File: src/rtl/bin2bcd_pkg.sv
// Shared definitions for the sequential binary-to-BCD converter.
//   state_e    : converter FSM states
//   int_digits : decimal digits needed to hold any DATA_W-bit value
//   BCD_W      : bits per BCD digit
package bin2bcd_pkg;

  typedef enum logic [1:0] {
    StIdle,
    StConv,
    StDone
  } state_e;

  localparam int unsigned BCD_W = 4;

  // ceil(w/3): every 3 binary bits need at most one more decimal digit.
  function automatic int unsigned int_digits(input int unsigned w);
    return (w + 2) / 3;
  endfunction

endpackage

File: src/rtl/bin2bcd_seq_add3.sv
// Double-dabble correction for one BCD digit.
//   digit_i : scratch digit before the shift (0-9)
//   digit_o : digit_i + 3 when digit_i >= 5, else digit_i
module bcd_add3_digit
  import bin2bcd_pkg::*;
(
  input  logic [BCD_W-1:0] digit_i,
  output logic [BCD_W-1:0] digit_o
);

  always_comb begin
    digit_o = digit_i;
    if (digit_i >= BCD_W'(5)) begin
      digit_o = digit_i + BCD_W'(3);
    end
  end

endmodule

File: src/rtl/bin2bcd_seq.sv
// Sequential binary-to-BCD converter (shift-add-3, one bit per clock).
//   clk_i   : clock
//   rst_i   : asynchronous active-high reset
//   start_i : conversion request, sampled only while idle
//   data_i  : binary value, captured when start_i is accepted
//   busy_o  : high from the cycle after accept through the done cycle
//   done_o  : one-cycle pulse; bcd_o/ovf_o are valid from this cycle on
//   bcd_o   : packed BCD, digit 0 (units) in [3:0]
//   ovf_o   : value needed more than DIGITS decimal digits
//   blank_o : leading-zero blank flags, present only with BIN2BCD_LZB_EN defined
module bin2bcd_seq
  import bin2bcd_pkg::*;
#(
  parameter int unsigned DATA_W = 32,
  parameter int unsigned DIGITS = 8
) (
  input  logic                    clk_i,
  input  logic                    rst_i,
  input  logic                    start_i,
  input  logic [DATA_W-1:0]       data_i,
  output logic                    busy_o,
  output logic                    done_o,
  output logic [BCD_W*DIGITS-1:0] bcd_o,
`ifdef BIN2BCD_LZB_EN
  output logic [DIGITS-1:0]       blank_o,
`endif
  output logic                    ovf_o
);

  localparam int unsigned IntDigits = int_digits(DATA_W);
  // Scratch is never narrower than the output so the bcd slice is always in range.
  localparam int unsigned ScrDigits = (IntDigits > DIGITS) ? IntDigits : DIGITS;
  localparam int unsigned ScrW      = ScrDigits * BCD_W;
  localparam int unsigned CntW      = $clog2(DATA_W + 1);
  localparam logic [CntW-1:0] CntLast = CntW'(DATA_W - 1);

  state_e                    state_q;
  logic [DATA_W-1:0]         shift_q;
  logic [ScrW-1:0]           scratch_q;
  logic [CntW-1:0]           cnt_q;
  logic                      busy_q;
  logic                      done_q;
  logic [BCD_W*DIGITS-1:0]   bcd_q;
  logic                      ovf_q;

  logic [ScrW-1:0]           scr_adj;
  logic [ScrW+DATA_W-1:0]    cat_shl;
  logic [ScrW-1:0]           scr_d;
  logic [DATA_W-1:0]         shift_d;
  logic [BCD_W*DIGITS-1:0]   bcd_d;
  logic                      ovf_d;

  for (genvar g = 0; g < ScrDigits; g++) begin : g_add3
    bcd_add3_digit u_add3 (
      .digit_i (scratch_q[g*BCD_W +: BCD_W]),
      .digit_o (scr_adj[g*BCD_W +: BCD_W])
    );
  end

  // Add-3 first, then shift {scratch, shift} left by one.
  always_comb begin
    cat_shl = {scr_adj, shift_q} << 1;
    scr_d   = cat_shl[ScrW+DATA_W-1:DATA_W];
    shift_d = cat_shl[DATA_W-1:0];
    bcd_d   = scr_d[BCD_W*DIGITS-1:0];
    ovf_d   = 1'b0;
    for (int i = DIGITS; i < ScrDigits; i++) begin
      if (scr_d[i*BCD_W +: BCD_W] != '0) begin
        ovf_d = 1'b1;
      end
    end
  end

`ifdef BIN2BCD_LZB_EN
  logic [DIGITS-1:0] blank_q;
  logic [DIGITS-1:0] blank_d;
  logic              zero_run;

  // A digit blanks when it and every digit above it are zero; units never blanks.
  always_comb begin
    blank_d  = '0;
    zero_run = 1'b1;
    for (int i = DIGITS - 1; i >= 1; i--) begin
      zero_run   = zero_run & (bcd_d[i*BCD_W +: BCD_W] == '0);
      blank_d[i] = zero_run;
    end
  end

  assign blank_o = blank_q;
`endif

  // Results are registered on the final shift edge so they are already valid
  // in the DONE cycle alongside the done pulse.
  always_ff @(posedge clk_i or posedge rst_i) begin
    if (rst_i) begin
      state_q   <= StIdle;
      shift_q   <= '0;
      scratch_q <= '0;
      cnt_q     <= '0;
      busy_q    <= 1'b0;
      done_q    <= 1'b0;
      bcd_q     <= '0;
      ovf_q     <= 1'b0;
`ifdef BIN2BCD_LZB_EN
      blank_q   <= '0;
`endif
    end else begin
      done_q <= 1'b0;
      unique case (state_q)
        StIdle: begin
          if (start_i) begin
            shift_q   <= data_i;
            scratch_q <= '0;
            cnt_q     <= '0;
            busy_q    <= 1'b1;
            state_q   <= StConv;
          end
        end
        StConv: begin
          scratch_q <= scr_d;
          shift_q   <= shift_d;
          cnt_q     <= cnt_q + CntW'(1);
          if (cnt_q == CntLast) begin
            bcd_q   <= bcd_d;
            ovf_q   <= ovf_d;
`ifdef BIN2BCD_LZB_EN
            blank_q <= blank_d;
`endif
            done_q  <= 1'b1;
            state_q <= StDone;
          end
        end
        StDone: begin
          busy_q  <= 1'b0;
          state_q <= StIdle;
        end
        default: begin
          busy_q  <= 1'b0;
          state_q <= StIdle;
        end
      endcase
    end
  end

  assign busy_o = busy_q;
  assign done_o = done_q;
  assign bcd_o  = bcd_q;
  assign ovf_o  = ovf_q;

endmodule

File: config.mk
export PLATFORM = sky130hd
export DESIGN_NAME = bin2bcd_seq
export DESIGN_NICKNAME = d
export VERILOG_FILES = /design/src/rtl/bin2bcd_pkg.sv /design/src/rtl/bin2bcd_seq_add3.sv /design/src/rtl/bin2bcd_seq.sv
export SDC_FILE = /design/constraint.sdc
export NUM_CORES = 1
export LEC_CHECK = 0
export ABC_AREA = 1
export BUFFER_PORTS_ARGS = -buffer_cell sky130_fd_sc_hd__buf_2
export CORE_UTILIZATION = 35
export CTS_BUF_LIST = sky130_fd_sc_hd__clkbuf_8
export CTS_CLUSTER_DIAMETER = 150
export CTS_CLUSTER_SIZE = 14
export DETAILED_ROUTE_END_ITERATION = 10
export GPL_ROUTABILITY_DRIVEN = 1
export HOLD_SLACK_MARGIN = 0.08
export PLACE_DENSITY = 0.6
export SETUP_SLACK_MARGIN = 0.05
export SLEW_MARGIN = 20
export SYNTH_ARGS = -nofsm -noshare
export SYNTH_HDL_FRONTEND = slang
export SYNTH_SLANG_ARGS = --single-unit
File: constraint.sdc
create_clock -name clk_i -period 8.1 [get_ports clk_i]
set_input_delay 0.81 -clock clk_i [delete_from_list [all_inputs] [get_ports clk_i]]
set_output_delay 0.81 -clock clk_i [all_outputs]
set_load 0.01 [all_outputs]
==> flow_summary.json, run 1 <==
{
  "combPwrFrac_pct": 44.5,
  "p_sw_w": 0.00119,
  "vias_per_cell": 4.85,
  "crit_path_end_kind": "flip-flop",
  "clock-sinks": 119,
  "final_antenna_net_count": 0,
  "synthDistinctLibCells": 31,
  "hold_path_class": "in2async",
  "drv_cap": 0,
  "p_clk_share_pct": 19.0,
  "power_density_nw_per_um2": 426,
  "cts_tree": "done",
  "synth_top_area_share_pct": 51.6,
  "drc_errors": 0,
  "crit_fanout": 58,
  "critPathKind": "reg2reg",
  "vias": 4490,
  "initial_core_util_pct": 36.1,
  "ir_worst_vdd_mv": 0.159,
  "num_rows": 46,
  "syn_nets": 692,
  "clk_pin_slew_worst_paths_ps": 70,
  "final_common_cell": "nand2_1",
  "root_buffer": "clkbuf_8",
  "synth_area_leaders": "dfrtp_1 (52%), nand2_1 (12%), ha_1 (5.0%)",
  "drt_first_pass_iters": 4,
  "yosysSeqAreaShare_pct": 51.6,
  "h-tree-depth": 4,
  "synth_top_area_cell": "dfrtp_1",
  "area_delta_synth_final_pct": 14.7,
  "synth-seq-cells": 119,
  "finalHoldViolations": 0,
  "synth-main-ff-cell": "dfrtp_1",
  "drive_above_1_share_pct": 20.3,
  "grt_usage_pct": 16.0,
  "cts_made_buffers": 17,
  "clk_latency_ps": 440,
  "finalSetupViolations": 0,
  "required_ps": 8420,
  "grt_max_degree": 76,
  "cp_slowest_cell": "inv_1",
  "max_slew_margin_pct": 37.3,
  "fin_crit_sh_pct": 29.9,
  "cts_setup_buffers": 0,
  "antenna_found_initial": 0,
  "cp-start-kind": "flip-flop",
  "finalWirelength_um": 12300,
  "cpPeakStageDelay_ps": 770,
  "cp.arrival_ps": 2740,
  "layout_common_cells": "nand2_1 (187), dfrtp_1 (119), inv_1 (69), buf_2 (69), o22ai_1 (39)",
  "yosysWarningCount": 0,
  "coreArea_um2": 16000,
  "rsz0062_at_grt": "false",
  "synth_area_per_cell_um2": 9.11,
  "ios": 70,
  "die_x_um": 130,
  "crit_family": "simple AND/OR/NAND/NOR gates",
  "grt_pass1_vias": 4473,
  "p_seq_share_pct": 36.5,
  "synth-async-reset-ratio_pct": 100,
  "place.detailed.hpwl_um": 8040,
  "nets": 756,
  "syn_inst": 634,
  "post_cts_resized": 0,
  "grt_overflow": 0,
  "fin_crit_ps": 2420,
  "io_buffers": 69,
  "skew_ps": 8.28,
  "timing.setup.tns_ps": 0,
  "drt_iter0_drc": 272,
  "critPathBufInv": 2,
  "clock_path_buffers": 2,
  "swShare_pct": 42.4,
  "status": "finished, final reports clean",
  "netlist_area_um2": 5770,
  "worst_pin_slew_ps": 939,
  "maxSlewViolCount": 0,
  "clock.fmax_ghz": 0.413,
  "postLayoutCoreUtil_pct": 41.4,
  "cts_hold_buf": 0,
  "crit_chain": "nand2_4, nand3_1, inv_1, o21ai_0, o21ai_0, inv_1",
  "die-area_um2": 17000,
  "power_leakage_nw": 3.27,
  "intPower_w": 0.00163,
  "die_h_um": 130,
  "routedWlPerCell_um": 13.2,
  "antennaDiodeCount": 0,
  "gp_congestion": 0.818,
  "synth-edff-count": 0,
  "grt_pass1_wl_um": 21200
}
-- cell families after synthesis --
kind of cell / count (synthesis) / synth area share, %
adder cells (fa/ha/maj): 23 / 4.98
AO/OA/AOI/OAI: 141 / 16.0
AND/OR/NAND/NOR: 239 / 17.3
buffers and inverters: 97 / 7.82
XOR/XNOR: 15 / 2.28
flip-flops: 119 / 51.6
-- area by class of cell --
type	instances	area, um2
well taps	216	270
fillers	1611	9380
flip-flops and latches	119	2980
multi-input cells	418	2350
repair buffers	71	360
clock buffers	21	289
clock inverters	10	104
inverters	71	274
-- power by group through the flow --
stage / registers, W / logic [W] / clock network, W
detailed placement: 0.00103 / 0.00126 / 0
finish: 0.00103 / 0.00126 / 0.000534
global placement: 0.00103 / 0.00120 / 0
CTS: 0.00103 / 0.00127 / 0.000551
floorplan: 0.00103 / 0.000944 / 0
global route: 0.00106 / 0.00145 / 0.000579
-- worst paths after layout --
path,start,to,cells past startpoint,slack [ps]
min in group clk_i,bcd_o[14]$_DFFE_PP0P_,bcd_o[14]$_DFFE_PP0P_,2,480
worst min-delay path,rst_i,bcd_o[23]$_DFFE_PP0P_,2,440
worst min register to register,bcd_o[14]$_DFFE_PP0P_,bcd_o[14]$_DFFE_PP0P_,2,480
max in group asynchronous,rst_i,shift_q[5]$_DFFE_PP0P_,3,6330
worst max-delay path,state_q[0]$_DFFE_PP0P_,cnt_q[5]$_DFFE_PP0P_,6,5680
worst max register to register,state_q[0]$_DFFE_PP0P_,cnt_q[5]$_DFFE_PP0P_,6,5680
-- Yosys cell counts, types with 2 or more instances --
| library cell | count |
|---|---|
| o21ai_2 | 28 |
| o211ai_1 | 15 |
| a22o_1 | 3 |
| inv_2 | 2 |
| ha_1 | 23 |
| nand4_1 | 6 |
| o22ai_1 | 39 |
| buf_12 | 2 |
| nand2_1 | 188 |
| o21ai_1 | 2 |
| buf_2 | 13 |
| xor2_1 | 14 |
| or2_2 | 6 |
| nand3_1 | 22 |
| o21ai_0 | 38 |
| nand2_4 | 2 |
| o221ai_1 | 4 |
| inv_1 | 68 |
| a21oi_1 | 12 |
| clkbuf_1 | 5 |
| nor2_1 | 11 |
| dfrtp_1 | 119 |
| buf_6 | 4 |
-- stage by stage --
step,hold slack (ps),instance area (um2),total power (W),instances,setup WS (ps)
final,438,6620,0.00282,926,5680
after global routing,471,6620,0.00309,926,5390
after CTS,440,6620,0.00285,926,5620
after detailed placement,466,6230,0.00230,895,5650
after global placement,460,6230,0.00223,895,5700
after floorplan,452,5770,0.00198,634,4130
-- state kept, by name, summed over array words and instances, names as in the netlist --
name	count
scratch_q	44
bcd_o	32
shift_q	32
cnt_q	6
state_q	2
busy_o	1
done_o	1
ovf_o	1
-- per-layer routing --
layer / wire (um) / global-route usage [%]
met5: 0 / 0
met4: 200 / 6.63
met3: 592 / 4.60
met2: 5610 / 25.1
met1: 5860 / 20.9
Note: power is estimated with default switching activity, not from simulation.
==> run 2: changes to the inputs <==
Settings changed: PLACE_DENSITY 0.6 to 0.62.
Clock period 8.1 ns to 2.1 ns, I/O delays scaled along.
==> run 2 against run 1 <==
Non-clock buffer count rose by 38. Global-route usage is 0.13 points lower. Final cell count increased by 4.2%. Sequential share of layout area shrank 3.2 points. Critical path type unchanged. Largest power group unchanged.
==> flow_summary.json, run 2 (synthesized netlist as in run 1, its figures left out) <==
{
  "vias": 4629,
  "timing.setup.tns_ps": 0,
  "rr_worst_depth": 8,
  "ios": 70,
  "grt_usage_pct": 15.9,
  "area_delta_synth_final_pct": 23.5,
  "coreArea_um2": 16000,
  "post_cts_resized": 0,
  "power_leakage_nw": 3.48,
  "cts_made_buffers": 17,
  "critPathKind": "reg2reg",
  "worst_slack_ps": 409,
  "min_from": "start_i",
  "num_rows": 46,
  "routedWlPerCell_um": 12.6,
  "dp_slack_ps": 407,
  "clock_path_buffers": 2,
  "nets": 794,
  "die_h_um": 130,
  "final_common_cell": "nand2_1",
  "io_buffers": 69,
  "ff2ff_setup_slack_ps": 410,
  "grt_pass1_wl_um": 21000,
  "cts_tree": "done",
  "power_density_nw_per_um2": 1600,
  "r2r_start": "cnt_q[0]$_DFFE_PP0P_",
  "drt_first_pass_iters": 4,
  "r2r-end": "bcd_o[11]$_DFFE_PP0P_",
  "grt_max_degree": 62,
  "h-tree-depth": 4,
  "clk_latency_ps": 440,
  "fin_crit_sh_pct": 80.5,
  "initial_core_util_pct": 36.1,
  "fill_cells": 1591,
  "cp-start-kind": "flip-flop",
  "die-area_um2": 17000,
  "maxSlewViolCount": 0,
  "place.detailed.hpwl_um": 7850,
  "grt_overflow": 0,
  "largest-register": "scratch_q",
  "worst_pin_slew_ps": 531,
  "max_slew_margin_pct": 64.6,
  "status": "finished, final reports clean",
  "crit_fanout": 61,
  "required_ps": 2460,
  "drive_above_1_share_pct": 20.3,
  "gp_congestion": 0.763,
  "crit_path_end_kind": "flip-flop",
  "drc_errors": 0,
  "antennaDiodeCount": 0,
  "vias_per_cell": 4.80,
  "layout_common_cells": "nand2_1 (187), dfrtp_1 (119), buf_2 (69), inv_1 (67), o22ai_1 (39)",
  "clk_pin_slew_worst_paths_ps": 80,
  "grt_pass1_vias": 4473,
  "fin_crit_ps": 1690,
  "drt_iter0_drc": 214,
  "finalWirelength_um": 12100,
  "drv_cap": 0,
  "finalSetupViolations": 0,
  "clock-sinks": 119,
  "ir_worst_vdd_mv": 0.564,
  "rsz0062_at_grt": "false",
  "final_antenna_net_count": 0,
  "whs_path_depth": 3,
  "largest_reg_flops": 44,
  "min_to": "state_q[0]$_DFFE_PP0P_",
  "die_x_um": 130,
  "antenna_found_initial": 0,
  "finalHoldViolations": 0,
  "cp.arrival_ps": 2050,
  "clock.fmax_ghz": 0.592,
  "hold_path_class": "in2reg",
  "root_buffer": "clkbuf_8",
  "skew_ps": 8.18
}
## run 2: layout make-up
type	count	area, um2	area share, %
clock buffers	18	248	3.48
clock inverters	14	244	3.42
inverters	71	275	3.86
multi-input cells	418	2350	32.9
flip-flops and latches	119	2980	41.8
well taps	216	270	3.79
repair buffers	109	766	10.7
## run 2: worst max-delay path by stage
| stage | cells past startpoint | to | start |
|---|---|---|---|
| 2_1_floorplan | 1 | bcd_o[0]$_DFFE_PP0P_ | rst_i |
| 3_3_place_gp | 8 | bcd_o[12]$_DFFE_PP0P_ | cnt_q[0]$_DFFE_PP0P_ |
| 3_5_place_dp | 8 | bcd_o[7]$_DFFE_PP0P_ | cnt_q[0]$_DFFE_PP0P_ |
| 4_1_cts | 8 | bcd_o[7]$_DFFE_PP0P_ | cnt_q[0]$_DFFE_PP0P_ |
| 5_1_grt | 8 | bcd_o[7]$_DFFE_PP0P_ | cnt_q[0]$_DFFE_PP0P_ |
| 6_report | 8 | bcd_o[11]$_DFFE_PP0P_ | cnt_q[0]$_DFFE_PP0P_ |
## run 2: per-layer routing
layer	global-route usage [%]	routed length (um)	share of wire, %	vias to the layer above
li1	-	-	-	2320
met1	20.8	5850	48	2186
met2	25.6	5580	46	110
met3	4.07	572	4.7	13
met4	5.68	136	1.1	0
met5	0	0	0	-
## run 2: power by group
part           switching [W]  leakage [nW]  total [W]  internal, W
sequential          0.000606          1.43    0.00396      0.00335
combinational        0.00304          1.80    0.00487      0.00184
clock               0.000993         0.240    0.00257      0.00158
total                0.00464          3.48     0.0114      0.00677
## run 2: critical path: stages, from the launching register on
cell     delay [ps]
dfrtp_1         420
ha_1            250
nand3_2         110
nor2_4           50
nand2_4         100
nor2_8           50
inv_6           400
nand2_1         130
o21ai_2          80
## run 2: stage by stage
stage	power [W]	cells	area (um2)	util, %	hold slack, ps
5_1_grt	0.0125	965	7130	44.5	157
3_5_place_dp	0.00882	900	6300	39.4	209
3_3_place_gp	0.00873	900	6300	39.4	203
6_report	0.0114	965	7130	44.5	146
4_1_cts	0.0115	965	7130	44.5	124
2_1_floorplan	0.00762	634	5780	-	337
## run 2: repair_timing
action / CTS / global route
endpoints found under the hold margin: 56 / 0
setup buffers: 0 / 0
hold buffers: 33 / 0
==> run 3: changes to the inputs <==
Settings changed: PLACE_DENSITY 0.62 to 0.6.
Clock period 2.1 ns to 1.6 ns, I/O delays scaled along.
==> run 3 against run 2 <==
Global-route usage up 2.1 points. Flip-flop and latch count unchanged. Final cell count rose by 3.7%. Combinational power is 67% higher. Hold slack improved by 230 ps. Power up 41%. Clock skew is 1.0 ps higher. Die area stayed put. First-iteration DRC count is 11% higher. Critical path type unchanged. Largest power group unchanged. Highest routed layer unchanged.
==> flow_summary.json, run 3 (synthesized netlist as in run 1, its figures left out) <==
{
  "cts_made_buffers": 17,
  "num_rows": 46,
  "finalInstanceArea_um2": 7760,
  "layout_common_cells": "nand2_1 (145), dfrtp_1 (118), buf_2 (69), inv_1 (54), o22ai_1 (37)",
  "finalHoldViolations": 0,
  "antennaDiodeCount": 0,
  "drv_cap": 0,
  "rr_worst_depth": 9,
  "finalWirelength_um": 14300,
  "final_antenna_net_count": 0,
  "grt_pass1_wl_um": 23500,
  "vias": 4940,
  "r2r-end": "bcd_o[28]$_DFFE_PP0P_",
  "vias_per_cell": 4.94,
  "crit_chain": "ha_4, nand3_4, nor2_4, nand2_4, nor2_8, buf_12, inv_16, nand2_2, o21ai_2",
  "die_h_um": 130,
  "fill_cells": 1481,
  "cts_tree": "done",
  "clock_path_buffers": 2,
  "crit_path_end_kind": "flip-flop",
  "routedWlPerCell_um": 14.2,
  "finalSetupViolations": 0,
  "dp_cells": 913,
  "area_delta_synth_final_pct": 34.5,
  "die_x_um": 130,
  "status": "finished, final reports clean",
  "initial_core_util_pct": 36.1,
  "final_cells": 1001,
  "cp_slowest_cell": "dfrtp_1",
  "max_slew_margin_pct": 54.7,
  "maxSlewViolCount": 0,
  "drt_iter0_drc": 237,
  "ios": 70,
  "place.detailed.hpwl_um": 8830,
  "nets": 831,
  "hold_slack_ps": 374,
  "crit_fanout": 16,
  "cp_num_cells": 9,
  "largest-register": "scratch_q",
  "h-tree-depth": 4,
  "coreArea_um2": 16000,
  "clock.fmax_ghz": 0.648,
  "ir_worst_vdd_mv": 0.695,
  "grt_overflow": 0,
  "grt_usage_pct": 18.1,
  "clk_pin_slew_worst_paths_ps": 70,
  "rsz0062_at_grt": "true",
  "placed_area_um2": 6460,
  "largest_reg_flops": 44,
  "die-area_um2": 17000,
  "postLayoutCoreUtil_pct": 48.5,
  "antenna_found_initial": 0,
  "power_density_nw_per_um2": 2070,
  "drc_errors": 0,
  "grt_pass1_vias": 5087,
  "crit_family": "simple AND/OR/NAND/NOR gates",
  "multiInputGateArea_um2": 2710,
  "ff2ff_setup_slack_ps": 60,
  "cp.arrival_ps": 1850,
  "fin_crit_sh_pct": 96.4,
  "cp-start-kind": "flip-flop",
  "final_common_cell": "nand2_1",
  "io_buffers": 69,
  "r2r_start": "cnt_q[0]$_DFFE_PP0P_",
  "required_ps": 1910,
  "drt_first_pass_iters": 4,
  "critPathBufInv": 2,
  "clock-sinks": 119,
  "worst_pin_slew_ps": 678,
  "gp_congestion": 0.854,
  "fin_crit_ps": 1540,
  "seq_area_um2": 2980,
  "power_leakage_nw": 3.69,
  "skew_ps": 9.23,
  "root_buffer": "clkbuf_8",
  "cpPeakStageDelay_ps": 400,
  "grt_max_degree": 47,
  "hold_path_class": "in2async",
  "drive_above_1_share_pct": 34.6,
  "clk_latency_ps": 440,
  "critPathKind": "reg2reg"
}
==> run 3: final cells by class <==
type / instances / share of cell area, %
clock buffers: 19 / 3.37
inverters: 71 / 3.80
repair buffers: 144 / 14.3
multi-input cells: 418 / 34.9
repair inverters: 2 / 0.371
flip-flops and latches: 119 / 38.4
well taps: 216 / 3.48
clock inverters: 12 / 1.45
==> run 3: routing by layer <==
layer,vias up,part of all wire (%),track usage [%]
li1,2373,-,-
met1,2410,44,21.3
met2,145,50,30.7
met3,12,4.7,4.89
met4,0,1.4,8.25
met5,-,0,0
==> run 3: power breakdown <==
group	total (W)	internal (W)	switching [W]	leakage (nW)
logic	0.00815	0.00335	0.00481	2.06
clock network	0.00259	0.00143	0.00117	0.205
registers	0.00536	0.00441	0.000945	1.43
==> run 3: what timing repair did <==
item                       in CTS  in global routing
cloned                          2                  0
hold endpoints to repair       51                  0
pin swaps                       3                 25
setup endpoints to repair      44                 56
gates resized for setup        36                 89
hold buffers                   34                  0
setup buffers                   6                 15
==> run 3: how the worst max path moves through the flow <==
stage,end,start,slack (ps)
2_1_floorplan,bcd_o[0]$_DFFE_PP0P_,rst_i,-20
3_3_place_gp,bcd_o[3]$_DFFE_PP0P_,cnt_q[0]$_DFFE_PP0P_,30
3_5_place_dp,bcd_o[7]$_DFFE_PP0P_,cnt_q[0]$_DFFE_PP0P_,-40
4_1_cts,bcd_o[4]$_DFFE_PP0P_,cnt_q[1]$_DFFE_PP0P_,20
5_1_grt,ovf_o$_DFFE_PP0P_,scratch_q[37]$_DFFE_PP0P_,-90
6_report,bcd_o[28]$_DFFE_PP0P_,cnt_q[0]$_DFFE_PP0P_,60
==> run 3: worst reg2reg max path: stages (launching register included) <==
cell     delay [ps]
dfrtp_1         400
ha_4            170
nand3_4          90
nor2_4          130
nand2_4          90
nor2_8          170
buf_12          180
inv_16           70
nand2_2          70
o21ai_2          50
==> run 3: per-stage QoR <==
stage	setup slack [ps]	power [W]	TNS, ps
after global placement	27.5	0.0115	0
final	57.7	0.0161	0
after floorplan	-15.4	0.0100	-1830
after CTS	22.3	0.0150	0
after detailed placement	-38.0	0.0119	-595
after global routing	-88.2	0.0175	-159
